File: src/rtl/fifo_serial_tx.sv
// Serial transmitter that pops one word at a time from an upstream synchronous FIFO
// and sends it as a start bit, Width data bits LSB-first, and a stop bit.
module fifo_serial_tx #(
   parameter int Width      = 16,
   parameter int ClksPerBit = 4
) (
   input  logic             clk,
   input  logic             reset,
   input  logic             enable,
   input  logic             fifo_empty,
   input  logic [Width-1:0] fifo_dout,
   output logic             fifo_r_enb,
   output logic             tx,
   output logic             busy,
   output logic             done,
   output logic [15:0]      frame_cnt
);

   localparam int BaudW = (ClksPerBit > 1) ? $clog2(ClksPerBit) : 1;
   localparam int BitW  = $clog2(Width) + 1;
   localparam logic [BaudW-1:0] BaudLast = BaudW'(ClksPerBit - 1);
   localparam logic [BitW-1:0]  BitLast  = BitW'(Width - 1);

   typedef enum logic [2:0] {
      IDLE  = 3'd0,
      READ  = 3'd1,
      LOAD  = 3'd2,
      START = 3'd3,
      DATA  = 3'd4,
      STOP  = 3'd5
   } state_t;

   state_t             state_q;
   logic [BaudW-1:0]   baud_q;
   logic [BitW-1:0]    bit_q;
   logic [Width-1:0]   shift_q;
   logic               tx_q;
   logic               rd_q;
   logic               busy_q;
   logic               done_q;
   logic [15:0]        cnt_q;

   logic               start_ok_d;
   logic               baud_end_d;

   assign start_ok_d = enable & ~fifo_empty;
   assign baud_end_d = (baud_q == BaudLast);

   // Frame sequencer: every output is a register updated alongside the state.
   always_ff @(posedge clk) begin
      if (!reset) begin
         state_q <= IDLE;
         baud_q  <= '0;
         bit_q   <= '0;
         shift_q <= '0;
         tx_q    <= 1'b1;
         rd_q    <= 1'b0;
         busy_q  <= 1'b0;
         done_q  <= 1'b0;
         cnt_q   <= 16'd0;
      end else begin
         done_q <= 1'b0;
         case (state_q)
            IDLE: begin
               baud_q <= '0;
               bit_q  <= '0;
               tx_q   <= 1'b1;
               if (start_ok_d) begin
                  state_q <= READ;
                  rd_q    <= 1'b1;
                  busy_q  <= 1'b1;
               end else begin
                  state_q <= IDLE;
                  rd_q    <= 1'b0;
                  busy_q  <= 1'b0;
               end
            end
            READ: begin
               rd_q    <= 1'b0;
               state_q <= LOAD;
            end
            // The FIFO presents the popped word during this cycle.
            LOAD: begin
               shift_q <= fifo_dout;
               tx_q    <= 1'b0;
               baud_q  <= '0;
               state_q <= START;
            end
            START: begin
               if (baud_end_d) begin
                  baud_q  <= '0;
                  bit_q   <= '0;
                  tx_q    <= shift_q[0];
                  shift_q <= shift_q >> 1;
                  state_q <= DATA;
               end else begin
                  baud_q <= baud_q + BaudW'(1);
               end
            end
            DATA: begin
               if (baud_end_d) begin
                  baud_q <= '0;
                  if (bit_q == BitLast) begin
                     tx_q    <= 1'b1;
                     state_q <= STOP;
                  end else begin
                     bit_q   <= bit_q + BitW'(1);
                     tx_q    <= shift_q[0];
                     shift_q <= shift_q >> 1;
                  end
               end else begin
                  baud_q <= baud_q + BaudW'(1);
               end
            end
            // Chaining straight into READ leaves exactly two idle-high cycles between frames.
            STOP: begin
               if (baud_end_d) begin
                  baud_q <= '0;
                  done_q <= 1'b1;
                  cnt_q  <= cnt_q + 16'd1;
                  if (start_ok_d) begin
                     state_q <= READ;
                     rd_q    <= 1'b1;
                     busy_q  <= 1'b1;
                  end else begin
                     state_q <= IDLE;
                     rd_q    <= 1'b0;
                     busy_q  <= 1'b0;
                  end
               end else begin
                  baud_q <= baud_q + BaudW'(1);
               end
            end
            default: begin
               state_q <= IDLE;
               tx_q    <= 1'b1;
               rd_q    <= 1'b0;
               busy_q  <= 1'b0;
            end
         endcase
      end
   end

   assign fifo_r_enb = rd_q;
   assign tx         = tx_q;
   assign busy       = busy_q;
   assign done       = done_q;
   assign frame_cnt  = cnt_q;

endmodule

File: config.mk
export PLATFORM = sky130hd
export DESIGN_NAME = fifo_serial_tx
export DESIGN_NICKNAME = d
export VERILOG_FILES = /design/src/rtl/fifo_serial_tx.sv
export SDC_FILE = /design/constraint.sdc
export NUM_CORES = 1
export LEC_CHECK = 0
export CORE_ASPECT_RATIO = 2
export CORE_MARGIN = 3
export CORE_UTILIZATION = 47
export CTS_CLUSTER_DIAMETER = 80
export DETAILED_ROUTE_END_ITERATION = 8
export PLACE_DENSITY_LB_ADDON = 0.15
export SLEW_MARGIN = 40
export SYNTH_ARGS = -nofsm -noshare
export SYNTH_HDL_FRONTEND = slang
export SYNTH_SLANG_ARGS = --single-unit
File: constraint.sdc
create_clock -name clk -period 2 [get_ports clk]
set_input_delay 0.4 -clock clk [delete_from_list [all_inputs] [get_ports clk]]
set_output_delay 0.4 -clock clk [all_outputs]
set_load 0.02 [all_outputs]
==> results.md <==
- The flow ran to the end, and the final reports show no timing, DRC or antenna violations.
- For this configuration, the core starts out at a cell density of 0.490.
- The number of max-capacitance violations reported is 0.
- Clock tree synthesis selected as its root buffer the cell clkbuf_8.
- After detailed routing, the number of vias per cell comes to 5.70.
- The shortest period the worst path allows is 1.96 ns.
- Measured along the y axis, the die boundary spans 104 um.
- The critical path arrival is 2.19 ns.
- The share of synthesized area in the top cell type comes to 0.408.
- The worst hold path passes through 2 cells.
- Across all register-to-register paths, the minimum setup slack is 0.04 ns.
- Setup repair after global routing could not meet its margin everywhere.
- The row count is 35.
- The clock edge transition at the registers on the reported setup and hold paths is 0.08 ns.
- The worst hold slack across all endpoints is 0.459 ns.
- The last weighted congestion value of the routability-driven placer is 0.792.
- The number of global-route vias before repair is 2131.
- By startpoint and endpoint, the worst setup path is classified as register to register.
- Yosys mapped a number of flops with a built-in enable equal to 0.
- The count of synthesis-stage warnings from yosys is 0.
- The quantity of I/O buffers inserted on ports is 39.
- The largest buffer count on any clock path is 2.
- The transition at the pin with the smallest max-transition slack is 0.442 ns.
- The leakage power of the design is 1.08 nW.
- The post-synthesis sequential area ratio is 0.408.
- The overall routed net length is 5420 um.
- At the end of the flow, the number of nets in the layout was 354.
- After detailed placement, the total cell area comes to 2770 um^2.
- The insertion delay to the later sink of the worst-skew pair is 0.30 ns.
- The power density over cell area is 631 nW/um^2.
- The TritonCTS buffer count is 5.
- In this run, synthesis produced a sequential element count of 46.
- The area inside the core boundary is 4600 um^2.
- The fraction of registers with async set/reset is 0.
- The capture point of the worst reg-to-reg path is bit_q[4].
- The top achievable clock speed is 511 MHz.
- After detailed routing, the average wire length per cell comes to 14.1 um.
- Of all nets on the critical path, the largest fanout is 3.
- The worst setup margin is 0.0445 ns.
- The final critical-path share of the clock period is 0.978.
- The number of library cell types mapped by synthesis is 43.
- The completed layout was analyzed and its total power is 1.88 mW.
- The startpoint type of the worst setup path is a register.
- Summed over all layers, the global routing overflow is 0.
- Hold repair after CTS inserted 0 buffers.
- When the netlist entered floorplanning its net count stood at 303.
- The worst hold path terminates at shift_q[15].
- The final number of max-transition violations is 0.
- The setup TNS after final layout is 0 ns.
- The pin count of the biggest net entering global routing is 19.
- The clock net sink count is 46.
- Headroom to the max-slew limit came out at 0.704.
- The path class of the lowest-slack min-delay path is register to register.
- The wire-length estimate of the detail-placed layout is 3820 um.
- The final instance area is 2980 um^2.
- Once detail routing completed, the nets flagged for antenna violations numbered 0.
- The launch point of the worst reg-to-reg path is bit_q[0].
- From synthesis to final layout, the design area changed by 32.4%.
- The floorplan step defined a die boundary enclosing 5710 um^2.
- The average size of a mapped cell is 8.11 um^2.
- The routed layout has 2196 vias.
- The hold path startpoint is shift_q[15].
- The pre-CTS worst setup slack is -0.0256 ns.
- In this run the number of H-tree levels came out at 2.
- The number of hold-slack violations in the final timing report is 0.
- The CTS tree is yes.
- The data required time of the worst path is 2.24 ns.
- For this run, the detailed router's first-pass iteration total came to 4.
- The library cells used most frequently in the layout, excluding fill and tap cells, are nand2_1, dfxtp_1, clkdlybuf4s50_1, buf_4.
- Clock skew on the completed layout was measured at 0.00385 ns.
- The worst setup path is captured at a register.
- The cell area that synthesis handed to floorplanning was 2250 um^2.
- The global-route wire length before repair is 9230 um.
- The total track usage is 0.214.
- The number of antenna violations at the first check in global routing was 0.
- Setup violations remaining at the end of the flow were counted as 0.
- 40 I/O pins were placed.
- The count of inserted antenna diode cells is 0.
- After detailed routing, the number of remaining DRC violations is 0.
- The fraction of layout cells with a size suffix above 1 is 0.145.
- Across the VDD grid, the largest voltage drop is 547 uV.
- For this block, the initial DRC count from the detailed router was 32.
- The prevailing post-synth register cell is dfxtp_1.
- After synthesis, the cell types taking the most area are dfxtp_1, nand2_1, a31oi_1.
- Counting cells, the worst reg-to-reg path comes to 7.
- The chip width is 55.0 um.
- Summed over all instances, the cell type with the most area after synthesis is dfxtp_1.
- Synthesis produced a netlist whose cell count is 278.
## layer usage
metal | track usage | part of all wire | vias to the layer above
li1 | - | - | 1098
met1 | 0.210 | 0.37 | 1037
met4 | 0.106 | 0.024 | 0
met3 | 0.0330 | 0.035 | 8
met5 | 0 | 0 | -
met2 | 0.393 | 0.57 | 53
## area by class of cell
| cell class | count | area, um^2 |
|---|---|---|
| clock buffer | 7 | 76.3 |
| clock inverter | 1 | 30.0 |
| fill | 435 | 1610 |
| inverter | 6 | 22.5 |
| multi-input combinational | 208 | 1260 |
| sequential | 46 | 923 |
| tap | 55 | 68.8 |
| timing repair buffer | 62 | 603 |
## logic make-up (layout without fill, tap and decap cells)
family / after synthesis / after routing / share of synthesized area
simple gates: 117 / 117 / 0.259
compound gates: 75 / 75 / 0.203
flops: 46 / 46 / 0.408
buf+inv: 24 / 76 / 0.0577
xor+xnor: 8 / 8 / 0.0311
fa+ha+maj: 5 / 5 / 0.0277
mux: 3 / 3 / 0.0139
## cell usage after synthesis (6+ instances only)
master and instances:
nand3_1 11, a21oi_1 14, nand2_1 44, nor2_1 18, o21ai_1 14, inv_1 6
a31oi_1 18, xor2_1 7, dfxtp_1 46, or3_1 8, o21ai_0 18, nand4_1 6
buf_2 8
## worst max path at each step
stage                     startpoint          end  slack [ns]  cells after the start
final                       bit_q[0]     bit_q[4]        0.04                      7
after global routing        bit_q[0]   shift_q[9]       -0.03                      8
after floorplan             bit_q[0]     bit_q[4]        0.03                      7
after global placement      bit_q[0]  shift_q[12]        0.03                      8
after detailed placement    bit_q[0]   shift_q[3]       -0.03                      8
after CTS                   bit_q[1]   shift_q[3]     0.00005                      9
## flip-flops by register name, indices dropped and copies added (netlist names), 2 cells and up
signal     flops
frame_cnt     16
baud_q         2
shift_q       16
state_q        3
bit_q          5
## worst max-delay path, stage by stage (launching register included)
cell	delay, ns
dfxtp_2	0.34
ha_4	0.16
and3_4	0.19
ha_1	0.21
nand2b_4	0.15
a211o_1	0.31
or4_1	0.41
a21oi_1	0.13
## through the flow
stage | utilization | std cells
6_report | 0.649 | 385
3_3_place_gp | 0.602 | 374
5_1_grt | 0.649 | 385
4_1_cts | 0.654 | 387
3_5_place_dp | 0.602 | 374
2_1_floorplan | - | 278
## where the power goes
| part | switching [mW] | internal [mW] |
|---|---|---|
| clock network | 0.308 | 0.374 |
| logic | 0.105 | 0.119 |
| registers | 0.0279 | 0.950 |
| total | 0.441 | 1.44 |
## repair_timing
action,CTS,global route
pin swaps,4,7
resized for setup,12,6
endpoints found under the setup margin,11,17
gates cloned,2,0
buffers inserted,3,0
Note: power is estimated with default switching activity, not from simulation.
